===== src/rtl/uart_rx.sv =====
// uart_rx: receive half of the UART pair.
// Turns the asynchronous RX pin into DATA_WIDTH-bit words using
// 1 start bit, DATA_WIDTH data bits (LSB first), 1 stop bit, no parity.
// Every bit is sampled at its centre using an internal bit-period counter.
// Start-bit glitches are rejected, and a low stop bit raises frame_error.

module uart_rx #(
  parameter int CLK_FREQ   = 50000000,
  parameter int BAUDRATE   = 9600,
  parameter int DATA_WIDTH = 8
) (
  input  logic                  clk,
  input  logic                  reset_n,
  input  logic                  line,
  output logic [DATA_WIDTH-1:0] received_data,
  output logic                  valid,
  output logic                  frame_error,
  output logic                  busy
);

  // Bit timing derived from the clock and the line rate
  localparam int CLKS_PER_BIT = CLK_FREQ / BAUDRATE;
  localparam int HALF_BIT     = CLKS_PER_BIT / 2;
  localparam int CNT_W        = $clog2(CLKS_PER_BIT);
  localparam int BIT_W        = $clog2(DATA_WIDTH);

  localparam logic [CNT_W-1:0] CNT_HALF = CNT_W'(HALF_BIT - 1);
  localparam logic [CNT_W-1:0] CNT_LAST = CNT_W'(CLKS_PER_BIT - 1);
  localparam logic [BIT_W-1:0] BIT_LAST = BIT_W'(DATA_WIDTH - 1);

  typedef enum logic [1:0] {
    IDLE  = 2'd0,
    START = 2'd1,
    DATA  = 2'd2,
    STOP  = 2'd3
  } state_t;

  // Receiver state
  state_t                  state_q, state_d;
  logic [CNT_W-1:0]        cnt_q, cnt_d;
  logic [BIT_W-1:0]        bit_idx_q, bit_idx_d;
  logic [DATA_WIDTH-1:0]   shift_q, shift_d;

  // Input synchroniser and previous-sample register for edge detection
  logic                    sync1_q, sync1_d;
  logic                    sync2_q, sync2_d;
  logic                    prev_q, prev_d;
  logic                    rx_s;

  // Stop-bit outcome, turned into the output pulses one cycle later
  logic                    done_ok_q, done_ok_d;
  logic                    done_err_q, done_err_d;

  // Registered outputs
  logic [DATA_WIDTH-1:0]   received_data_q, received_data_d;
  logic                    valid_q, valid_d;
  logic                    frame_error_q, frame_error_d;
  logic                    busy_q, busy_d;

  assign rx_s = sync2_q;

  // Two-flop synchroniser for the async line, plus one extra stage so that
  // IDLE can see a falling edge on rx_s (previous 1, current 0)
  always_comb begin
    sync1_d = line;
    sync2_d = sync1_q;
    prev_d  = sync2_q;
  end

  // State register: every flop in the block, cleared by synchronous reset
  always_ff @(posedge clk) begin
    if (!reset_n) begin
      state_q         <= IDLE;
      cnt_q           <= '0;
      bit_idx_q       <= '0;
      shift_q         <= '0;
      sync1_q         <= 1'b1;
      sync2_q         <= 1'b1;
      prev_q          <= 1'b1;
      done_ok_q       <= 1'b0;
      done_err_q      <= 1'b0;
      received_data_q <= '0;
      valid_q         <= 1'b0;
      frame_error_q   <= 1'b0;
      busy_q          <= 1'b0;
    end else begin
      state_q         <= state_d;
      cnt_q           <= cnt_d;
      bit_idx_q       <= bit_idx_d;
      shift_q         <= shift_d;
      sync1_q         <= sync1_d;
      sync2_q         <= sync2_d;
      prev_q          <= prev_d;
      done_ok_q       <= done_ok_d;
      done_err_q      <= done_err_d;
      received_data_q <= received_data_d;
      valid_q         <= valid_d;
      frame_error_q   <= frame_error_d;
      busy_q          <= busy_d;
    end
  end

  // Next-state logic: walk start/data/stop, sampling each bit at its centre
  always_comb begin
    state_d    = state_q;
    cnt_d      = cnt_q;
    bit_idx_d  = bit_idx_q;
    shift_d    = shift_q;
    done_ok_d  = 1'b0;
    done_err_d = 1'b0;

    case (state_q)
      IDLE: begin
        // Only a real high-to-low transition starts a frame, so a line
        // stuck low (break) never retriggers the receiver
        if (prev_q && !rx_s) begin
          state_d = START;
          cnt_d   = '0;
        end
      end

      START: begin
        // Re-check the line at mid start bit to reject short glitches
        if (cnt_q == CNT_HALF) begin
          cnt_d = '0;
          if (!rx_s) begin
            state_d   = DATA;
            bit_idx_d = '0;
          end else begin
            state_d = IDLE;
          end
        end else begin
          cnt_d = cnt_q + CNT_W'(1);
        end
      end

      DATA: begin
        // One full bit period from mid start bit lands on mid data bit
        if (cnt_q == CNT_LAST) begin
          cnt_d              = '0;
          shift_d[bit_idx_q] = rx_s;
          if (bit_idx_q == BIT_LAST) begin
            state_d = STOP;
          end else begin
            bit_idx_d = bit_idx_q + BIT_W'(1);
          end
        end else begin
          cnt_d = cnt_q + CNT_W'(1);
        end
      end

      STOP: begin
        // Leave at mid stop bit so a start bit right behind it is caught
        if (cnt_q == CNT_LAST) begin
          cnt_d   = '0;
          state_d = IDLE;
          if (rx_s) begin
            done_ok_d = 1'b1;
          end else begin
            done_err_d = 1'b1;
          end
        end else begin
          cnt_d = cnt_q + CNT_W'(1);
        end
      end

      default: begin
        state_d = IDLE;
        cnt_d   = '0;
      end
    endcase
  end

  // Output logic: publish the word or the error one cycle after the stop
  // sample; the word is kept until the next good frame overwrites it
  always_comb begin
    valid_d         = done_ok_q;
    frame_error_d   = done_err_q;
    received_data_d = received_data_q;
    if (done_ok_q) begin
      received_data_d = shift_q;
    end
    busy_d = (state_d != IDLE);
  end

  assign received_data = received_data_q;
  assign valid         = valid_q;
  assign frame_error   = frame_error_q;
  assign busy          = busy_q;

endmodule


===== config.mk =====
export PLATFORM = sky130hd
export DESIGN_NAME = uart_rx
export DESIGN_NICKNAME = d
export VERILOG_FILES = /design/src/rtl/uart_rx.sv
export SDC_FILE = /design/constraint.sdc
export NUM_CORES = 1
export LEC_CHECK = 0
export BUFFER_PORTS_ARGS = -buffer_cell sky130_fd_sc_hd__buf_4
export CAP_MARGIN = 20
export CORE_MARGIN = 8
export CORE_UTILIZATION = 53
export CTS_CLUSTER_DIAMETER = 80
export CTS_CLUSTER_SIZE = 12
export DETAILED_ROUTE_END_ITERATION = 10
export GPL_TIMING_DRIVEN = 0
export PLACE_DENSITY = 0.74
export SLEW_MARGIN = 30
export SYNTH_ARGS = -nofsm -noshare
export SYNTH_HDL_FRONTEND = slang
export SYNTH_SLANG_ARGS = --single-unit
export TNS_END_PERCENT = 20

===== constraint.sdc =====
create_clock -name clk -period 2.2 [get_ports clk]
set_clock_uncertainty 0.2 [all_clocks]
set_input_delay 0.44 -clock clk [delete_from_list [all_inputs] [get_ports clk]]
set_output_delay 0.44 -clock clk [all_outputs]
set_load 0.02 [all_outputs]

# Yosys cells after proc, flatten, opt, wreduce, memory -nomap -nowiden
# Index checks and enable logic that the tools add are counted.
dict set report op_classes {
  n_reduce_logical 10
  n_addsub 2
  eq_ne 11
  n_lt_le_gt_ge 2
  muxes 21
}
# operator n
set ops {}
lappend ops {{2-to-1 mux 13 bit} 3}
lappend ops {{one-hot mux 13 bit (3 select lines)} 1}
lappend ops {{adder 13 x 1 -> 13 bit (second input constant)} 1}
lappend ops {{equality test 13 x 12 -> 1 bit (second input constant)} 1}
lappend ops {{equality test 13 bit (second input constant)} 1}
lappend ops {{2-to-1 mux 2 bit} 6}
lappend ops {{2-to-1 mux 3 bit} 4}
lappend ops {{inequality test 2 bit (second input constant)} 5}
lappend ops {{bitwise mux 8 bit} 1}
lappend ops {{one-hot mux 2 bit (4 select lines)} 1}
lappend ops {{one-hot mux 3 bit (2 select lines)} 1}
lappend ops {{AND reduction 5 bit} 1}
lappend ops {{equality test 2 bit (second input constant)} 2}
lappend ops {{less-than comparator 3 x 4 -> 1 bit (second input constant)} 1}
lappend ops {{nonzero test 2 bit} 2}
lappend ops {{adder 3 x 1 -> 3 bit (second input constant)} 1}
lappend ops {{demux 1 bit (select 3 bit)} 1}
lappend ops {{equality test 3 bit (second input constant)} 1}
lappend ops {{>= comparator 3 x 1 -> 1 bit (second input constant)} 1}
lappend ops {{2-to-1 mux 1 bit} 3}
lappend ops {{AND reduction 3 bit} 1}
lappend ops {{equality test 2 x 1 -> 1 bit (second input constant)} 1}
lappend ops {{logical AND 1 bit} 2}
lappend ops {{zero test 2 bit} 1}
lappend ops {{3 further kinds} 3}
dict set report word_totals {
  ff_bits 42
  elab_cells 59
}

# Longest topological paths before layout
# Gate-level depths: netlist (run 1).
dict set report depth {
  ltp_word 5
  ltp_mapped 7
  ltp_nobuf 6
}

# Worst setup path before layout (run 1)
# OpenSTA, ideal clock, no wires.
dict set report synth_path {
  path_kind {reg2reg}
  from {register cnt_q[0]}
  to {register shift_q[0]}
  period_less_slack_ps 2402
  setup_slack_ps -202
  t_required_ps 1872
  stages_incl_launch_ff 8
  t_arrival_ps 2075
  n_path_buf 1
  setup_ps 128
  cell_sequence {dfxtp_1 -> ha_1 -> or3b_1 -> or4_4 -> buf_6 -> nor4b_4 -> mux2i_1 -> nor2_1}
}
dict set report synth_via {
  elab_chain_len 2
}
# item line_no
set synth_rtl {}
lappend synth_rtl {{from (decl)} 40} ;# logic [CNT_W-1:0] cnt_q, cnt_d;
lappend synth_rtl {{from (signal assigned)} 88} ;# cnt_q <= cnt_d;
lappend synth_rtl {{equality test 13 bit} 139} ;# if (cnt_q == CNT_LAST) begin
lappend synth_rtl {{AND reduction 2 bit (no source line)} -}
lappend synth_rtl {{to (signal assigned)} 90} ;# shift_q <= shift_d;
lappend synth_rtl {{to (decl)} 42} ;# logic [DATA_WIDTH-1:0] shift_q, shift_d;
# No other way between the ends.
# A chain may end at the register's enable or synchronous reset.

# Worst setup path after layout (run 1)
dict set report layout_path {
  from {register cnt_q[1]}
  to {register shift_q[0]}
}
# The elaborated chain is that of the path after synthesis.

==> metrics.yaml, run 1 <==
detailed_routing:
  wl_per_cell_um: 14.8
  wirelength_mm: 4.42
  ant_nets: 0
  first_pass_iters: 4
  drt_iter0_drc: 143
  via_per_inst: 5.64
  drcViolationCount: 0
  num_vias: 1682
sta:
  setup_violations: 26
  min_period_over_period_pct: 108
  min_period_ps: 2380
  timing.final.ws_setup_ps: -178
  max-slew-margin-rel_pct: 61.1
  timing.fmax_mhz: 421
  drv_slew: 0
  hold_viol_final: 0
  rsz0062_at_grt: "yes"
  fin_hold_ws_ps: 116
  tightest_slew_ps: 584
worst_setup_path:
  rrSetupSlack_ps: -180
  crit_type: "reg2reg"
  r2r_end: "shift_q[0]"
  cp_data_required_time_ps: 2170
  critPathMaxFanout: 10
  worstSetupStartpointType: "flop"
  cp.arrival_ps: 2350
  critPathTopFamily: "simple AND/OR/NAND/NOR gates"
  critPathSlowestCell: "or4_4"
  crit_buf_inv: 1
  reg2reg_depth: 7
  slowest_delay_ps: 480
  crit_path_end_kind: "flop"
  path_cells: "ha_4 > or3b_4 > or4_4 > buf_8 > nor4b_4 > mux2i_1 > nor2_1"
  reg2reg_from: "cnt_q[1]"
synthesis:
  yosys.area_share.adder_pct: 1.90
  synth_cells: 223
  yosysSeqAreaShare_pct: 42.6
  synth-simple-area-share_pct: 32.8
  synth_top_family_by_area: "simple AND/OR/NAND/NOR gates"
  synth.distinct_cells: 38
  synth_edf_count: 0
  synth_ff_type: "dfxtp_1"
  syn_avg_cell_area_um2: 8.85
  synth_xor_area_share_pct: 0
  yosysWarnings: 0
  synth.net_count: 229
  synth-seq-cells: 42
  async_flop_share_pct: 0
  synth.area.mux_share_pct: 10.7
  synth-compound-area-share_pct: 7.29
  syn_area_um2: 1970
finish:
  antenna_cells: 0
  syn2layout_area_growth_pct: 25.6
  final_cell_mix: "dfxtp_1 (40), nor2_1 (26), nand2_1 (25)"
  final_cell_count_no_fill: 298
  layout_commonest_cell: "dfxtp_1"
  nNetsFinal: 255
  drive_above_1_share_pct: 23.6
outcome:
  violations: "negative setup slack"
  status: "complete, but fails checks"
pwr:
  ir_worst_vdd_v: 0.000451
  leakage_nw: 0.847
  fin_total_pwr_mw: 1.44
  powerDensity_nw_per_um2: 581
die:
  die_area_um2: 5930
  core_area_um2: 3630
  die_w_um: 77.0
  io_pins: 14
  start_util_pct: 54.3
  die_h_um: 77.0
  rows: 22
clock_network:
  cts_buffers: 5
  cts_max_path_buffers: 2
  cts_max_level: 2
  cts-root-buf: "clkbuf_8"
  holdBufCountCts: 0
  clk_latency_ps: 300
  clock-sinks: 42
  cts_tree: "done"
  clk_pin_slew_ps: 80
global_routing:
  grt_pass1_wl_mm: 7.25
  antenna_found_initial: 0
  grt_overflow: 0
  grt_max_degree: 13
  track_usage_pct: 14.7
  grt_pass1_vias: 1538
place:
  dp_cells: 284
  routabilityCongestion: 0.843
  dpl.hpwl_mm: 2.80
  io_buffers: 13
hold_path:
  hold_class: "in2reg"
  hold_start: "line"
  min_path_cells: 2
  min_to: "sync1_q"
run:
  maxCapViolCount: 0
==> per-stage QoR <==
step | TNS, ps | instance area [µm²] | util (%) | setup WS, ps
2_1_floorplan | -336 | 2000 | - | -50.5
3_3_place_gp | -4760 | 2160 | 59.4 | -292
3_5_place_dp | -5000 | 2160 | 59.4 | -290
4_1_cts | -2510 | 2430 | 67.0 | -163
5_1_grt | -4100 | 2480 | 68.2 | -229
6_report | -2370 | 2480 | 68.2 | -178
==> logic make-up (layout without fill, tap and decap cells) <==
| logic type | Yosys count | count (layout) |
|---|---|---|
| AO/OA/AOI/OAI | 22 | 22 |
| adder cells (fa/ha/maj) | 3 | 3 |
| AND/OR/NAND/NOR | 115 | 115 |
| flip-flops | 42 | 42 |
| buffers and inverters | 20 | 47 |
| multiplexers | 21 | 21 |
==> registers in the layout, summed over array words and instances, names as in the netlist <==
register,flops
sync1_q,1
done_err_q,1
frame_error,1
valid,1
state_q,2
prev_q,1
busy,1
shift_q,8
received_data,8
prev_d,1
bit_idx_q,3
cnt_q,13
done_ok_q,1
==> synth_stat cells (2+ instances only) <==
| library cell | n | area, µm² |
|---|---|---|
| a211oi_1 | 2 | 15.0 |
| a21oi_1 | 3 | 15.0 |
| a31oi_1 | 10 | 62.6 |
| and2_1 | 2 | 12.5 |
| buf_2 | 2 | 10.0 |
| buf_6 | 2 | 22.5 |
| clkbuf_1 | 8 | 30.0 |
| dfxtp_1 | 42 | 841 |
| ha_1 | 3 | 37.5 |
| inv_1 | 6 | 22.5 |
| mux2i_1 | 21 | 210 |
| nand2_1 | 25 | 93.8 |
| nand2b_1 | 6 | 37.5 |
| nand3_1 | 16 | 80.1 |
| nand3b_1 | 8 | 60.1 |
| nand4_1 | 2 | 12.5 |
| nand4bb_1 | 2 | 22.5 |
| nor2_1 | 26 | 97.6 |
| nor3_1 | 6 | 30.0 |
| nor4_1 | 2 | 12.5 |
| nor4_2 | 2 | 25.0 |
| nor4b_4 | 2 | 47.6 |
| o21ai_0 | 2 | 10.0 |
| or3_1 | 8 | 50.1 |
| or4_1 | 2 | 15.0 |
==> power by group <==
part / switching [mW] / leakage [nW] / internal (mW)
registers: 0.00423 / 0.341 / 0.763
clock network: 0.264 / 0.0524 / 0.340
logic: 0.0444 / 0.454 / 0.0244
==> cell type report <==
| cell class | instances | area, µm² |
|---|---|---|
| clock buffer | 7 | 76.3 |
| inverter | 6 | 22.5 |
| sequential | 42 | 848 |
| multi-input combinational | 161 | 1200 |
| tap | 48 | 60.1 |
| timing repair buffer | 19 | 163 |
| buffer | 14 | 82.6 |
| fill | 294 | 1150 |
| clock inverter | 1 | 30.0 |
==> layer usage <==
metal / track usage [%] / vias up / wire length [µm]
li1: - / 844 / -
met1: 18.8 / 788 / 2070
met2: 22.3 / 44 / 2050
met3: 4.90 / 6 / 257
met4: 5.47 / 0 / 50
met5: 0 / - / 0
==> how the worst max path moves through the flow <==
stage | start | slack, ps | depth (start not counted) | endpoint
after detailed placement | cnt_q[0] | -290 | 7 | cnt_q[1]
after global routing | cnt_q[1] | -230 | 7 | shift_q[0]
after CTS | cnt_q[1] | -160 | 7 | shift_q[0]
final | cnt_q[1] | -180 | 7 | shift_q[0]
after floorplan | cnt_q[1] | -50 | 7 | shift_q[0]
after global placement | cnt_q[1] | -290 | 6 | cnt_q[9]
==> what timing repair did <==
item                       in CTS  in global routing
gates cloned                    1                  0
setup buffers                   5                  0
pin swaps                       8                  2
resized for setup              23                 10
setup endpoints to repair      27                 27
No activity file was read; power rests on OpenSTA's default activity.
==> inputs of run 2 (changes only) <==
SETUP_SLACK_MARGIN = 0.1   (was default)
==> metrics.yaml, run 2 (synthesis results as in run 1) <==
outcome:
  status: "complete, but fails checks"  # unchanged
  violations: "negative setup slack"  # unchanged
finish:
  n_fill_cell: 300  # was 294
  largest_reg_flops: 13  # unchanged
  drive_above_1_share_pct: 26.1  # was 23.6%
  regMostFlops: "cnt_q"  # unchanged
  layout_commonest_cell: "dfxtp_1"  # unchanged
  final_area_um2: 2480  # about the same
  nNetsFinal: 258  # was 255
  postLayoutCoreUtil_pct: 68.4  # was 68.2%
  syn2layout_area_growth_pct: 25.9  # was 25.6%
  final_cell_mix: "dfxtp_1 (39), nor2_1 (26), nand2_1 (25)"  # was dfxtp_1 (40), nor2_1 (26), nand2_1 (25)
  antenna_cells: 0  # unchanged
place:
  dpl_cell_area_um2: 2160  # unchanged
  routabilityCongestion: 0.846  # was 0.843
  dp_slack_ps: -310  # was -290 ps
  dpl.hpwl_mm: 2.74  # was 2.80 mm
  io_buffers: 13  # unchanged
clock_network:
  clock-sinks: 42  # unchanged
  holdBufCountCts: 0  # unchanged
  clk_pin_slew_ps: 80  # about the same
  cts_max_path_buffers: 2  # unchanged
  cts_buffers: 5  # unchanged
  cts_max_level: 2  # unchanged
  cts-root-buf: "clkbuf_8"  # unchanged
  clk_latency_ps: 300  # about the same
  cts_tree: "done"  # unchanged
detailed_routing:
  drt_iter0_drc: 139  # was 143
  num_vias: 1652  # was 1682
  wl_per_cell_um: 14.7  # was 14.8 µm
  first_pass_iters: 4  # unchanged
  drcViolationCount: 0  # unchanged
  ant_nets: 0  # unchanged
  wirelength_mm: 4.42  # about the same
  via_per_inst: 5.49  # was 5.64
die:
  die_h_um: 77.0  # unchanged
  rows: 22  # unchanged
  core_area_um2: 3630  # unchanged
  io_pins: 14  # unchanged
  die_w_um: 77.0  # unchanged
  start_util_pct: 54.3  # unchanged
  die_area_um2: 5930  # unchanged
pwr:
  leakage_nw: 0.848  # was 0.847 nW
  powerDensity_nw_per_um2: 585  # was 581 nW/µm²
  p_int_mw: 1.13  # about the same
  clockPowerShare_pct: 42.3  # was 41.9%
  ir_worst_vdd_v: 0.000410  # was 0.000451 V
  p_seq_share_pct: 52.8  # was 53.3%
  p_sw_mw: 0.325  # was 0.313 mW
  switching_share_pct: 22.4  # was 21.7%
  power_frac_comb_pct: 5.0  # was 4.8%
global_routing:
  grt_max_degree: 14  # was 13
  grt_pass1_vias: 1640  # was 1538
  antenna_found_initial: 0  # unchanged
  top_usage_layer: "met2"  # unchanged
  grtUsageMet2_pct: 23.3  # was 22.3%
  track_usage_pct: 15.7  # was 14.7%
  use_met3_pct: 4.55  # was 4.90%
  met1_usage_pct: 20.5  # was 18.8%
  grt_pass1_wl_mm: 7.68  # was 7.25 mm
  grt_overflow: 0  # unchanged
worst_setup_path:
  reg2reg_depth: 7  # unchanged
  crit_type: "reg2reg"  # unchanged
  critPathMaxFanout: 10  # unchanged
  crit_path_end_kind: "flop"  # unchanged
  worstSetupStartpointType: "flop"  # unchanged
  cp.arrival_ps: 2330  # was 2350 ps
  cp_data_required_time_ps: 2180  # was 2170 ps
sta:
  min_period_over_period_pct: 107  # was 108%
  drv_slew: 0  # unchanged
  max-slew-margin-rel_pct: 57.9  # was 61.1%
  rsz0062_at_grt: "yes"  # unchanged
  min_period_ps: 2340  # was 2380 ps
  tightest_slew_ps: 631  # was 584 ps
  hold_viol_final: 0  # unchanged
  timing.fmax_mhz: 427  # was 421 MHz
  fin_hold_ws_ps: 109  # was 116 ps
  fin_tns_setup_ps: -924  # was -2370 ps
  setup_violations: 12  # was 26
  timing.final.ws_setup_ps: -144  # was -178 ps
hold_path:
  min_path_cells: 2  # unchanged
  hold_class: "in2reg"  # unchanged
run:
  maxCapViolCount: 0  # unchanged
## run 2: cell types whose count changed in the layout (fill, tap and decap cells not counted), moves of 2 or more
cell      previous run  this run
nor4_4               3         1
nor3_2               3         5
nor4_2               0         2
clkbuf_1             9         7
buf_4               16        19
## run 2: critical path, cell delays in order, from the launching register on
cell and delay, ps:
dfxtp_4 360, ha_4 120, or3b_4 380, or4_4 500, buf_8 180, nor4b_4 220, mux2i_1 210, nor2_1 50
## run 2: cell type report
cell class / instances / area (µm²) / share of cell area, %
Tap cell: 48 / 60.1 / 2.42
Clock inverter: 2 / 37.5 / 1.51
Clock buffer: 6 / 72.6 / 2.92
Multi-Input combinational cell: 161 / 1180 / 47.6
Buffer: 14 / 83.8 / 3.38
Inverter: 6 / 22.5 / 0.907
Timing Repair Buffer: 22 / 176 / 7.10
Sequential cell: 42 / 850 / 34.2
## run 2: metal layers
layer,vias up,wire length (µm)
met5,-,0
met4,0,84
met3,8,211
met2,29,1950
met1,767,2180
li1,848,-
## run 2: what timing repair did
| action | 4_1_cts | 5_1_grt |
|---|---|---|
| setup buffers | 8 | 0 |
| gates resized for setup | 25 | 10 |
| cloned | 1 | 0 |
| endpoints found under the setup margin | 27 | 29 |
| pin swaps | 22 | 5 |
## run 2: path summary, 6_finish.rpt
| kind | start | endpoint | slack (ps) |
|---|---|---|---|
| max | cnt_q[0] | shift_q[2] | -140 |
| min | reset_n | prev_d | 110 |
| max reg2reg | cnt_q[0] | shift_q[2] | -140 |
| min reg2reg | sync1_q | prev_d | 210 |
## run 2: power by group through the flow
stage	Clock, mW	Combinational (mW)	Sequential (mW)
after global routing	0.649	0.0784	0.768
after detailed placement	0	0.0531	0.788
final	0.614	0.0721	0.767
after floorplan	0	0.0334	0.788
after global placement	0	0.0528	0.788
after CTS	0.619	0.0690	0.767
## run 2: per-stage QoR
step           power [mW]  std cells
4_1_cts              1.46        301
5_1_grt              1.50        301
3_5_place_dp        0.841        284
3_3_place_gp        0.840        284
6_report             1.45        301
2_1_floorplan       0.821        223
